File: src/rtl/mmu_skew_a_pkg.sv
// Shared definitions for the MMU operand path: default array geometry and
// the skewer's FSM state encoding.
package mmu_skew_a_pkg;

    localparam int VAR_SIZE_DEF = 8;
    localparam int MMU_SIZE_DEF = 10;

    typedef enum logic [1:0] {
        ST_IDLE   = 2'd0,
        ST_STREAM = 2'd1,
        ST_DRAIN  = 2'd2
    } state_t;

endpackage

File: src/rtl/mmu_skew_a_if.sv
// Column-stream bus between the A buffer, the skewer and the MMU rows.
// The master side drives the stream controls, the slave side returns skewed lanes.
interface mmu_skew_a_if #(
    parameter int VAR_SIZE = mmu_skew_a_pkg::VAR_SIZE_DEF,
    parameter int MMU_SIZE = mmu_skew_a_pkg::MMU_SIZE_DEF
);
    logic                         stop;
    logic                         start;
    logic [7:0]                   dim_y_in;
    logic [VAR_SIZE*MMU_SIZE-1:0] B1_in;
    logic [VAR_SIZE*MMU_SIZE-1:0] A_out;
    logic [MMU_SIZE-1:0]          lane_valid;
    logic                         busy;
    logic                         done;

    modport master (
        output stop, start, dim_y_in, B1_in,
        input  A_out, lane_valid, busy, done
    );

    modport slave (
        input  stop, start, dim_y_in, B1_in,
        output A_out, lane_valid, busy, done
    );
endinterface

File: src/rtl/mmu_skew_a_skew_lane.sv
// Enable-gated delay line carrying one signed element plus its valid tag;
// DEPTH register stages, output forced to zero when the tag is low.
module skew_lane #(
    parameter int VAR_SIZE = 8,
    parameter int DEPTH    = 1
) (
    input  logic                clk,
    input  logic                rst_n,
    input  logic                en,
    input  logic [VAR_SIZE-1:0] din,
    input  logic                vin,
    output logic [VAR_SIZE-1:0] dout,
    output logic                vout
);
    logic [VAR_SIZE-1:0] data_q [DEPTH];
    logic                vld_q  [DEPTH];

    always_ff @(posedge clk or negedge rst_n) begin
        if (!rst_n) begin
            for (int k = 0; k < DEPTH; k++) begin
                data_q[k] <= '0;
                vld_q[k]  <= 1'b0;
            end
        end else if (en) begin
            data_q[0] <= din;
            vld_q[0]  <= vin;
            for (int k = 1; k < DEPTH; k++) begin
                data_q[k] <= data_q[k-1];
                vld_q[k]  <= vld_q[k-1];
            end
        end
    end

    assign vout = vld_q[DEPTH-1];
    assign dout = vld_q[DEPTH-1] ? data_q[DEPTH-1] : '0;

endmodule

File: src/rtl/mmu_skew_a.sv
// Diagonal skewer: streams dim_y columns into per-lane delay lines (lane i delayed
// by i extra cycles), then drains for MMU_SIZE cycles and pulses done.
module mmu_skew_a
    import mmu_skew_a_pkg::*;
#(
    parameter int VAR_SIZE = VAR_SIZE_DEF,
    parameter int MMU_SIZE = MMU_SIZE_DEF
) (
    input  logic        clk,
    input  logic        rst_n,
    mmu_skew_a_if.slave bus
);
    localparam int DW = $clog2(MMU_SIZE) + 1;
    localparam logic [DW-1:0] DRAIN_LAST = DW'(MMU_SIZE - 1);

    state_t        state, state_nxt;
    logic [7:0]    dim_y, dim_y_nxt;
    logic [7:0]    col_cnt, col_cnt_nxt;
    logic [DW-1:0] drain_cnt, drain_cnt_nxt;
    logic          zero_done, zero_done_nxt;

    logic                         shift_en;
    logic                         feed_valid;
    logic [VAR_SIZE*MMU_SIZE-1:0] feed_data;
    logic [VAR_SIZE-1:0]          lane_data [MMU_SIZE];
    logic                         lane_vld  [MMU_SIZE];

    assign shift_en   = !bus.stop;
    assign feed_valid = (state == ST_STREAM);
    assign feed_data  = feed_valid ? bus.B1_in : '0;

    always_ff @(posedge clk or negedge rst_n) begin
        if (!rst_n) begin
            state     <= ST_IDLE;
            dim_y     <= '0;
            col_cnt   <= '0;
            drain_cnt <= '0;
            zero_done <= 1'b0;
        end else if (shift_en) begin
            state     <= state_nxt;
            dim_y     <= dim_y_nxt;
            col_cnt   <= col_cnt_nxt;
            drain_cnt <= drain_cnt_nxt;
            zero_done <= zero_done_nxt;
        end
    end

    // Column count compares against dim_y-1 so a 255-column stream never wraps.
    always_comb begin
        state_nxt     = state;
        dim_y_nxt     = dim_y;
        col_cnt_nxt   = col_cnt;
        drain_cnt_nxt = drain_cnt;
        zero_done_nxt = 1'b0;
        case (state)
            ST_IDLE: begin
                if (bus.start) begin
                    if (bus.dim_y_in == 8'd0) begin
                        zero_done_nxt = 1'b1;
                    end else begin
                        state_nxt   = ST_STREAM;
                        dim_y_nxt   = bus.dim_y_in;
                        col_cnt_nxt = '0;
                    end
                end
            end
            ST_STREAM: begin
                if (col_cnt == dim_y - 8'd1) begin
                    state_nxt     = ST_DRAIN;
                    col_cnt_nxt   = '0;
                    drain_cnt_nxt = '0;
                end else begin
                    col_cnt_nxt = col_cnt + 8'd1;
                end
            end
            ST_DRAIN: begin
                if (drain_cnt == DRAIN_LAST) begin
                    state_nxt     = ST_IDLE;
                    drain_cnt_nxt = '0;
                end else begin
                    drain_cnt_nxt = drain_cnt + 1'b1;
                end
            end
            default: begin
                state_nxt = ST_IDLE;
            end
        endcase
    end

    assign bus.busy = (state != ST_IDLE);
    assign bus.done = zero_done || ((state == ST_DRAIN) && (drain_cnt == DRAIN_LAST));

    for (genvar i = 0; i < MMU_SIZE; i++) begin : g_lane
        skew_lane #(
            .VAR_SIZE (VAR_SIZE),
            .DEPTH    (i + 1)
        ) u_lane (
            .clk   (clk),
            .rst_n (rst_n),
            .en    (shift_en),
            .din   (feed_data[i*VAR_SIZE +: VAR_SIZE]),
            .vin   (feed_valid),
            .dout  (lane_data[i]),
            .vout  (lane_vld[i])
        );
    end

    always_comb begin
        bus.A_out      = '0;
        bus.lane_valid = '0;
        for (int i = 0; i < MMU_SIZE; i++) begin
            bus.A_out[i*VAR_SIZE +: VAR_SIZE] = lane_data[i];
            bus.lane_valid[i]                 = lane_vld[i];
        end
    end

endmodule

File: src/flat_wrapper.sv
// flat-port wrapper written by rule: the top's interface ports become plain ports
module mmu_skew_a_flat import mmu_skew_a_pkg::*;
#(
    parameter int VAR_SIZE = VAR_SIZE_DEF,
    parameter int MMU_SIZE = MMU_SIZE_DEF
)
  (clk, rst_n, bus_stop, bus_start, bus_dim_y_in, bus_B1_in, bus_A_out, bus_lane_valid, bus_busy, bus_done);
  mmu_skew_a_if #(.VAR_SIZE(VAR_SIZE), .MMU_SIZE(MMU_SIZE)) bus_i ();
  input  logic clk;
  input  logic rst_n;
  input wire logic [$bits(bus_i.stop)-1:0] bus_stop;
  input wire logic [$bits(bus_i.start)-1:0] bus_start;
  input wire logic [$bits(bus_i.dim_y_in)-1:0] bus_dim_y_in;
  input wire logic [$bits(bus_i.B1_in)-1:0] bus_B1_in;
  output wire logic [$bits(bus_i.A_out)-1:0] bus_A_out;
  output wire logic [$bits(bus_i.lane_valid)-1:0] bus_lane_valid;
  output wire logic [$bits(bus_i.busy)-1:0] bus_busy;
  output wire logic [$bits(bus_i.done)-1:0] bus_done;
  assign bus_i.stop = bus_stop;
  assign bus_i.start = bus_start;
  assign bus_i.dim_y_in = bus_dim_y_in;
  assign bus_i.B1_in = bus_B1_in;
  assign bus_A_out = bus_i.A_out;
  assign bus_lane_valid = bus_i.lane_valid;
  assign bus_busy = bus_i.busy;
  assign bus_done = bus_i.done;
  mmu_skew_a #(.VAR_SIZE(VAR_SIZE), .MMU_SIZE(MMU_SIZE)) u_core (.clk(clk), .rst_n(rst_n), .bus(bus_i));
endmodule
File: config.mk
export PLATFORM = sky130hd
export DESIGN_NAME = mmu_skew_a_flat
export DESIGN_NICKNAME = d
export VERILOG_FILES = /design/src/rtl/mmu_skew_a_pkg.sv /design/src/rtl/mmu_skew_a_if.sv /design/src/rtl/mmu_skew_a_skew_lane.sv /design/src/rtl/mmu_skew_a.sv /design/src/flat_wrapper.sv
export SDC_FILE = /design/constraint.sdc
export NUM_CORES = 1
export LEC_CHECK = 0
export CAP_MARGIN = 20
export CORE_AREA = 5 5 195 197
export DETAILED_ROUTE_END_ITERATION = 10
export DIE_AREA = 0 0 200 202
export PLACE_DENSITY = 0.74
export SETUP_SLACK_MARGIN = 0.5
export SYNTH_ARGS = -nofsm -noshare
export SYNTH_HDL_FRONTEND = slang
export SYNTH_SLANG_ARGS = --single-unit
File: constraint.sdc
create_clock -name clk -period 2.6 [get_ports clk]
set_input_delay 0.65 -clock clk [delete_from_list [all_inputs] [get_ports clk]]
set_output_delay 0.65 -clock clk [all_outputs]
set_load 0.005 [all_outputs]
==> reports/results.txt <==
Run status: finished, final reports clean
Power Dens Cells: 1050 nW/um2
Met2 routed WL: 17.7 mm
Number of placement rows: 70
Length of routed met3 wiring: 1.88 mm
Iter 0 DRT Violations: 505
Reg-to-reg startpoint: u_core.dim_y[2]
Uppermost signal routing layer after detailed routing: met5
Leakage power: 11.3 nW
Placed cell count: 1950
1st-pass router iterations: 4
Vias in the first global route: 11600
Worst reg-to-reg path cell count: 8
Share of cells above drive strength 1: 44.7%
EDFF count, synth: 0
Synth warnings: 0
Endpoint of the most critical register-to-register path: u_core.state[0]
Hold Violations, Final: 0
Number of hold-repair buffers added at the cts stage: 0
Core area: 36100 um2
Detailed placer's ending HPWL: 21.5 mm
Path category of the worst min-delay check: input pin to asynchronous set/reset pin
Non-filler cells in the finished layout: 2104
Setup repair after global routing missed its margin: true
Slowest cell delay on critical path: 0.47 ns
Slack of the worst reg-to-reg path: 0.37 ns
Num ports: 184
Endpoint class of the critical path: primary output
Slowest stage cell on the critical path: dfrtp_1
Initial cell density of the core: 51.9%
Mapped cell area: 18700 um2
Crit path max fanout: 5
Share of synthesized flip-flops with an asynchronous set or reset: 100%
Flip-flop and latch count after synthesis: 474
Net count reported at finish: 1699
Worst-case clock buffer depth: 3
# setup viols final: 0
Largest net degree at the start of global routing: 75
Clock tree from TritonCTS: built
Height of the die: 202 um
Critical Path RT: 1.95 ns
Number of clock buffers inserted by TritonCTS: 49
GRT Util Overall: 17.7%
First-pass GRT wire length: 58.6 mm
Routed length on met1: 15.2 mm
Type of the worst setup path: flop to primary output
Diodes inserted: 0
Syn nets: 1456
Main flop type after synthesis: dfrtp_1
Crit path launch type: flop
CP Data Arrival Time: 1.68 ns
Maximum achievable frequency: 430 MHz
Sinks on the clock net: 474
Routability congestion estimate from global placement: 0.789
Worst-margin pin slew: 0.653 ns
Depth of the CTS H-tree: 2
Wire length after detailed routing: 35.6 mm
Post-DR wirelength/cell: 16.9 um
Post-Route Hold Slack: 0.0457 ns
Worst-path clk slew: 0.06 ns
Area grow syn2layout: 26.6%
VDD IR max: 0.714 mV
Overall via count from detail_route: 10900
Max_cap viols: 0
Mean instance size in the synthesized netlist: 13.8 um2
Root Buffer Master: clkbuf_16
Tightest slew margin relative to the limit: 56.4%
Cells along the critical path: nor4bb_4 -> a21o_1 -> buf_2
Antenna violations before repair: 3
Number of vias per cell: 5.17
Final Instance Area: 23700 um2
Critical path origin: u_core.drain_cnt[2]
Synthesized instance count: 1356
Area of the die: 40400 um2
Number of DRC violations after detailed routing: 0
Total overflow reported by the global router: 0
Netlist cell types: 38
Setup clock skew after layout: 0.0154 ns
Area after DPL: 21200 um2
Fillers: 2617
Pins Over Slew Limit: 0
Minimum clock period after layout: 2.33 ns
Final cycle utilization of the critical path: 89.5%
Antenna viol nets, final: 0
Number of input and output port buffers inserted: 183
Worst-Skew Late Latency: 0.57 ns
Width of the chip: 200 um
Sequential area share after synthesis: 63.3%
Setup total negative slack: 0 ns
worst max-delay path, delay by kind of cell, from the launching register on:
family                 cells  cell delay, ns
DFF                        1            0.47
buffers and inverters      1            0.11
and+or+nand+nor            1            0.37
AOI/OAI and AO/OA          1            0.16
where the power goes:
part | internal, W | leakage (nW) | total [W] | switching [W]
registers | 0.00998 | 6.16 | 0.0114 | 0.00143
clock network | 0.00387 | 0.757 | 0.00661 | 0.00274
logic | 0.00415 | 4.36 | 0.00680 | 0.00265
total | 0.0180 | 11.3 | 0.0248 | 0.00682
per-layer routing:
| layer | vias to the layer above | global-route usage [%] |
|---|---|---|
| met1 | 5478 | 23.5 |
| met3 | 57 | 4.45 |
| met4 | 4 | 4.61 |
| met5 | - | 0 |
| li1 | 5150 | - |
| met2 | 185 | 29.1 |
area by class of cell:
| class | instances | area, um2 | share of cell area (%) |
|---|---|---|---|
| clock buffers | 75 | 1420 | 6.00 |
| inverters | 13 | 51.3 | 0.216 |
| multi-input cells | 788 | 6830 | 28.8 |
| repair buffers | 273 | 2840 | 12.0 |
| flip-flops and latches | 474 | 11900 | 50.1 |
| well taps | 468 | 586 | 2.47 |
| clock inverters | 13 | 105 | 0.443 |
kinds of logic (layout without fill, tap and decap cells):
kind of cell             Yosys count  after routing  share of synthesized area (%)
AND/OR/NAND/NOR                  282            282                           7.43
adder cells (fa/ha/maj)            8              8                          0.534
buffers and inverters             94            374                           2.08
multiplexers                     376            376                           22.6
AO/OA/AOI/OAI                    112            112                           3.58
flip-flops                       474            474                           63.3
XOR/XNOR                          10             10                          0.467
synth_stat cells (all sizes together) (8+ instances only):
cell,number,area share [%]
a22o,13,0.61
buf,11,0.42
nand2,152,3.0
inv,13,0.26
ha,8,0.53
o21ai,77,2.1
clkbuf,70,1.4
and2,81,2.7
nand3,13,0.37
dfrtp,474,63
mux2,376,23
nor2,8,0.16
through the flow:
stage	utilization, %	total power [W]	setup slack (ns)
global placement	58.7	0.0165	0.175
CTS	64.0	0.0243	0.258
global route	65.7	0.0263	0.186
floorplan	-	0.0146	0.446
finish	65.7	0.0248	0.272
detailed placement	58.7	0.0168	0.0419
cell usage in the layout (no fill, tap or decap), drive strengths merged, types with 2 or more instances in the layout:
| cell type | synthesis | routed |
|---|---|---|
| dfrtp | 474 | 474 |
| mux2 | 376 | 376 |
| buf | 11 | 164 |
| nand2 | 152 | 152 |
| clkdlybuf4s50 | 0 | 89 |
| clkbuf | 70 | 86 |
| and2 | 81 | 81 |
| o21ai | 77 | 77 |
| inv | 13 | 15 |
| a22o | 13 | 13 |
| nand3 | 13 | 13 |
| clkinv | 0 | 10 |
| ha | 8 | 8 |
| nor2 | 8 | 8 |
| dlygate4sd2 | 0 | 7 |
| nand2b | 6 | 6 |
| xor2 | 5 | 5 |
| o31ai | 5 | 5 |
| xnor2 | 5 | 5 |
| a21oi | 5 | 5 |
| nor3 | 4 | 4 |
| nor4 | 4 | 4 |
| nand3b | 3 | 3 |
| nor2b | 3 | 3 |
| o311ai | 3 | 3 |
| o22ai | 3 | 3 |
| a21o | 2 | 2 |
| nand4 | 2 | 2 |
| clkdlybuf4s15 | 0 | 2 |
| or3 | 2 | 2 |
worst max-delay path by stage:
stage | endpoint | cells past startpoint
5_1_grt | bus_done | 4
2_1_floorplan | u_core.g_lane[3].u_lane.data_q[0] | 5
6_report | bus_done | 3
3_5_place_dp | u_core.col_cnt[6] | 8
4_1_cts | bus_done | 5
3_3_place_gp | u_core.col_cnt[6] | 8
flip-flops by register name, indices dropped and copies added (netlist names):
register	cells
u_core.g_lane.u_lane.data_q	440
u_core.zero_done	1
u_core.drain_cnt	5
u_core.col_cnt	8
u_core.state	2
u_core.g_lane.u_lane.vout	10
u_core.dim_y	8
what timing repair did:
| action | in CTS | in global routing |
|---|---|---|
| cloned | 0 | 1 |
| gates resized for setup | 402 | 156 |
| pin swaps | 6 | 5 |
| setup endpoints to repair | 104 | 102 |
| setup buffers | 60 | 5 |
Note: power is estimated with default switching activity, not from simulation.
